<file path="config.mk">
export PLATFORM = sky130hd
export DESIGN_NAME = bus_wr_stream_master
export DESIGN_NICKNAME = d
export VERILOG_FILES = /design/src/rtl/bus_wr_stream_master.sv
export SDC_FILE = /design/constraint.sdc
export NUM_CORES = 1
export LEC_CHECK = 0
export CORE_AREA = 2 2 181 94
export CTS_CLUSTER_DIAMETER = 80
export DETAILED_ROUTE_END_ITERATION = 10
export DIE_AREA = 0 0 183 96
export GPL_TIMING_DRIVEN = 1
export PLACE_DENSITY = 0.78
export SLEW_MARGIN = 5
export SYNTH_ARGS = -nofsm -noshare
export SYNTH_HDL_FRONTEND = slang
export SYNTH_SLANG_ARGS = --single-unit
</file>
<file path="constraint.sdc">
create_clock -name clk -period 3.9 [get_ports clk]
set_clock_uncertainty 0.2 [all_clocks]
set_input_delay 0.78 -clock clk [delete_from_list [all_inputs] [get_ports clk]]
set_output_delay 0.78 -clock clk [all_outputs]
set_load 0.05 [all_outputs]
</file>
<file path="src/rtl/bus_wr_stream_master.sv">
// Write master: turns a valid/ready word stream plus a (start address, word count)
// descriptor into bus write bursts of at most MAX_BURST beats that never cross a
// MAX_BURST-word boundary.
//
// Handshakes: a transfer happens on a rising clk edge where valid && ready. A valid
// source holds its payload stable until that edge and never waits on ready to assert valid.
module bus_wr_stream_master #(
    parameter int MAX_BURST = 256
) (
    input  logic        clk,
    input  logic        rst_n,
    input  logic        start,
    input  logic [27:0] start_addr,
    input  logic [23:0] total_words,
    input  logic [31:0] s_data,
    input  logic        s_valid,
    output logic        s_ready,
    output logic [27:0] BUS_WR_ADDR,
    output logic [7:0]  BUS_WR_LEN,
    output logic        BUS_WR_ADDR_VALID,
    input  logic        BUS_WR_ADDR_READY,
    output logic [31:0] BUS_WR_DATA,
    output logic [3:0]  BUS_WR_STRB,
    output logic        BUS_WR_DATA_VALID,
    input  logic        BUS_WR_DATA_READY,
    output logic        BUS_WR_DATA_LAST,
    output logic        busy,
    output logic        done,
    output logic [1:0]  dbg_state
);

    typedef enum logic [1:0] {IDLE, ADDR, DATA, DONE} state_t;

    localparam int OFF_W = (MAX_BURST > 1) ? $clog2(MAX_BURST) : 1;

    state_t      state;
    logic [27:0] cur_addr;
    logic [23:0] remaining;
    logic [7:0]  beat_cnt;
    logic        in_data;
    logic        beat_hs;

    // Burst length-1: the smaller of the words left and the room up to the next boundary.
    function automatic logic [7:0] burst_len(input logic [27:0] addr, input logic [23:0] rem);
        logic [8:0]  room;
        logic [23:0] beats;
        room  = 9'(MAX_BURST) - 9'(addr[OFF_W-1:0]);
        beats = (rem < 24'(room)) ? rem : 24'(room);
        return 8'(beats - 24'd1);
    endfunction

    assign in_data           = (state == DATA);
    assign s_ready           = in_data & BUS_WR_DATA_READY;
    assign BUS_WR_DATA_VALID = in_data & s_valid;
    assign BUS_WR_DATA       = s_data;
    assign BUS_WR_DATA_LAST  = in_data && (beat_cnt == BUS_WR_LEN);
    assign BUS_WR_STRB       = 4'hF;
    assign beat_hs           = BUS_WR_DATA_VALID & BUS_WR_DATA_READY;
    assign dbg_state         = state;

    always_ff @(posedge clk or negedge rst_n) begin
        if (!rst_n) begin
            state             <= IDLE;
            cur_addr          <= '0;
            remaining         <= '0;
            beat_cnt          <= '0;
            BUS_WR_ADDR       <= '0;
            BUS_WR_LEN        <= '0;
            BUS_WR_ADDR_VALID <= 1'b0;
            busy              <= 1'b0;
            done              <= 1'b0;
        end else begin
            done <= 1'b0;
            case (state)
                IDLE: begin
                    if (start) begin
                        cur_addr  <= start_addr;
                        remaining <= total_words;
                        if (total_words == 24'd0) begin
                            state <= DONE;
                            done  <= 1'b1;
                        end else begin
                            state             <= ADDR;
                            busy              <= 1'b1;
                            BUS_WR_ADDR_VALID <= 1'b1;
                            BUS_WR_ADDR       <= start_addr;
                            BUS_WR_LEN        <= burst_len(start_addr, total_words);
                        end
                    end
                end
                ADDR: begin
                    // Bookkeeping advances at the address handshake, so the next burst is ready at LAST.
                    if (BUS_WR_ADDR_READY) begin
                        BUS_WR_ADDR_VALID <= 1'b0;
                        beat_cnt          <= '0;
                        cur_addr          <= cur_addr + 28'(BUS_WR_LEN) + 28'd1;
                        remaining         <= remaining - 24'(BUS_WR_LEN) - 24'd1;
                        state             <= DATA;
                    end
                end
                DATA: begin
                    if (beat_hs) begin
                        if (BUS_WR_DATA_LAST) begin
                            if (remaining != 24'd0) begin
                                state             <= ADDR;
                                BUS_WR_ADDR_VALID <= 1'b1;
                                BUS_WR_ADDR       <= cur_addr;
                                BUS_WR_LEN        <= burst_len(cur_addr, remaining);
                            end else begin
                                state <= DONE;
                                done  <= 1'b1;
                            end
                        end else begin
                            beat_cnt <= beat_cnt + 8'd1;
                        end
                    end
                end
                DONE: begin
                    busy  <= 1'b0;
                    state <= IDLE;
                end
                default: state <= IDLE;
            endcase
        end
    end

endmodule
</file>
==> summary.md <==
| Metric | Value |
|---|---|
| Mapped Cells | 918 |
| Worst vdd ir | 572.3 uV |
| Worst-margin pin slew | 0.6706 ns |
| Crit start category | input pin |
| Critical path class | in -> reg |
| Status | complete, but fails checks |
| Number of nets in the layout | 1176 |
| CP max-delay cell | or4_4 |
| WL/cell | 18.99 um |
| Via count | 7508 |
| Fmax | 255.2 MHz |
| Synth top area cells | dfrtp_1 (34%), nand2_1 (6.3%), ha_1 (5.7%), nor2_1 (4.6%), a21oi_1 (4.2%) |
| Post-synth ARST share | 100.0% |
| RSZ-0062 raised after global routing | true |
| Core area | 16020 um2 |
| TritonRoute pass-1 iters | 7 |
| Synth Warn # | 0 |
| Share of post-route cells with drive strength above 1 | 18.29% |
| Cts bufs inserted | 9 |
| Vias/cell | 5.935 |
| Arrival @ worst endpoint | 4.00 ns |
| Worst slew margin | 55.21% |
| TritonCTS clock tree | done |
| DRC | 0 |
| Row count | 33 |
| Final hold viol count | 0 |
| Fillcell total | 1393 |
| Final WL | 24020 um |
| CTS HTree Levels | 3 |
| ANT nets after route | 0 |
| # diodes | 0 |
| PortBufs | 101 |
| Clk slew on worst S/H paths | 0.08 ns |
| # setup viols final | 2 |
| Failing checks | setup timing |
| Leakage | 4.081 nW |
| Largest net degree at the start of global routing | 64 |
| Worst-skew pair later-pin latency | 0.37 ns |
| Distinct cells, synth | 80 |
| Area Growth Syn to Fin | 30.24% |
| Core Util, Final | 60.44% |
| Syn avg cell area | 8.099 um2 |
| Synth Cell Area | 7435 um2 |
| Post-synth top area share | 34.00% |
| Largest stage delay, worst path | 0.50 ns |
| Post-synth top flop | dfrtp_1 |
| Post-synth EDFFs | 0 |
| Final WS setup | -0.01858 ns |
| Synthesized flop and latch total | 101 |
| Cell taking the most area after synthesis | dfrtp_1 |
| WHS | 0.1920 ns |
| Total die area | 17570 um2 |
| GRT overflow | 0 |
| Post-synthesis sequential area ratio | 34.00% |
| HPWL Detailed | 17790 um |
| Max clock buf depth | 2 |
| Final period util | 100.5% |
| Initial detailed-routing violation count | 789 |
| R2R depth | 14 |
| Max Slew Vio Count | 0 |
| Crit Reg-Reg Startpoint | cur_addr[1] |
| CP Data Required Time | 3.99 ns |
| RR Endpoint | BUS_WR_LEN[6] |
| MaxCap Viol Count | 0 |
| # IOs | 170 |
| CTS root buf | clkbuf_16 |
| Sinks on the clock net | 101 |
| Initial core utilization | 46.41% |
| HP Class | in -> async |
| Final critical-path required period | 3.919 ns |
| Vias in the first global route | 6899 |
| GRT Overall Usage | 28.01% |
| Crit path cell chain | buf_6 -> nor3_4 -> nand2b_4 -> buf_6 -> or4_4 -> ha_4 -> nor3b_1 -> or3_4 -> a31oi_4 -> buf_12 -> a21oi_1 -> a211oi_2 -> or2_1 -> ha_4 -> nand2_2 -> or3_1 -> a31oi_1 |
| Die Y | 96 um |
| Hold Buf Count CTS | 0 |
| CP Max Fanout | 6 |
| PD cells | 897.5 nW/um2 |
| Antenna violations before repair | 0 |
| First-pass GRT wire length | 37810 um |
| RD Place Congestion | 0.9556 |
| R2R Setup Slk | 0.01 ns |
| Crit. End Element | flip-flop |
| DIE WIDTH | 183 um |
-- cell usage in the layout, fill, tap and decap left out, types with 8 or more instances in the layout --
cell type and count:
inv_1 35, ha_1 27, o211ai_1 12, or3_1 8, dfrtp_1 101, a21oi_1 58
and3_1 12, o21ai_0 27, xor2_1 12, o22ai_1 13, a21o_1 13, nand4_1 11
a31oi_1 47, clkdlybuf4s50_1 92, nand2_1 121, nor3_1 18, xnor2_1 20, clkbuf_16 9
nor2_1 91, buf_4 99, nand3_1 27, o21ai_1 8
-- metal layers --
metal  vias up  routed length, um  GRT usage, %
li1       3542                  -             -
met4         0                302         5.533
met3        34               2819         8.740
met5         -                  0             0
met2       395               9067         36.87
met1      3537              11830         43.82
-- cell usage after synthesis (13+ instances only) --
library cell	instances
a21o_1	13
a21oi_1	63
a31oi_1	47
buf_4	36
clkbuf_1	44
dfrtp_1	101
ha_1	34
inv_1	39
nand2_1	124
nand3_1	27
nor2_1	91
nor3_1	19
o21ai_0	29
o22ai_1	14
xnor2_1	22
xor2_1	13
-- cells by family (layout without fill, tap and decap cells) --
family	count (synthesis)	in the layout	synth area share (%)
buffers and inverters	126	260	8.280
AND/OR/NAND/NOR	352	352	22.59
adder cells (fa/ha/maj)	36	36	6.261
other	1	4	0.05044
flip-flops	101	101	34.00
XOR/XNOR	36	36	4.342
AO/OA/AOI/OAI	266	266	24.49
-- sequential cells by signal, indices dropped and copies added, names as in the netlist --
register	cells
done	1
BUS_WR_ADDR	28
BUS_WR_ADDR_VALID	1
BUS_WR_LEN	8
cur_addr	28
busy	1
beat_cnt	8
dbg_state	2
remaining	24
-- through the flow --
stage          cell area [um2]  TNS [ns]  power (mW)  worst slack, ns  instances
5_1_grt                   9683   -0.4968       9.330          -0.1275       1265
4_1_cts                   9450   -0.2730       8.479         -0.09350       1259
3_3_place_gp              8980    -4.095       7.260          -0.6513       1233
6_report                  9683  -0.02339       8.691         -0.01858       1265
3_5_place_dp              8980    -5.044       7.397          -0.7641       1233
2_1_floorplan             7466         0       5.778        0.0005351        921
-- worst max-delay path: cells and delay by family --
kind / cells / cell delay, ns
AND/OR/NAND/NOR: 8 / 1.81
AO/OA/AOI/OAI: 4 / 0.64
adder cells (fa/ha/maj): 2 / 0.39
buffers and inverters: 3 / 0.37
-- worst max-delay path by stage --
stage          cells after the start            end  slack (ns)           from
3_3_place_gp                      17  BUS_WR_LEN[6]       -0.65  start_addr[0]
4_1_cts                           18  BUS_WR_LEN[6]       -0.09  start_addr[2]
5_1_grt                           18  BUS_WR_LEN[6]       -0.13  start_addr[0]
2_1_floorplan                     15  BUS_WR_LEN[6]      0.0005  start_addr[1]
6_report                          17  BUS_WR_LEN[6]       -0.02  start_addr[4]
3_5_place_dp                      15  BUS_WR_LEN[6]       -0.76  start_addr[3]
-- what timing repair did --
| item | in CTS | in global routing |
|---|---|---|
| gates resized for setup | 37 | 33 |
| setup endpoints to repair | 8 | 8 |
| setup buffers | 10 | 6 |
| pin swaps | 28 | 23 |
-- where the power goes --
part           total (mW)  internal (mW)  switching, mW
registers            2.16           1.55          0.615
clock network       0.984          0.515          0.468
logic                5.54           2.14           3.41
-- layout make-up --
cell class / count / area, um2 / area share [%]
Multi-Input combinational cell: 694 / 4609 / 47.60
Sequential cell: 101 / 2527 / 26.10
Timing Repair Buffer: 204 / 1822 / 18.81
Tap cell: 210 / 262.8 / 2.714
Clock buffer: 9 / 225.2 / 2.326
Inverter: 40 / 150.1 / 1.551
Clock inverter: 7 / 86.33 / 0.8916
Note: power is estimated with default switching activity, not from simulation.
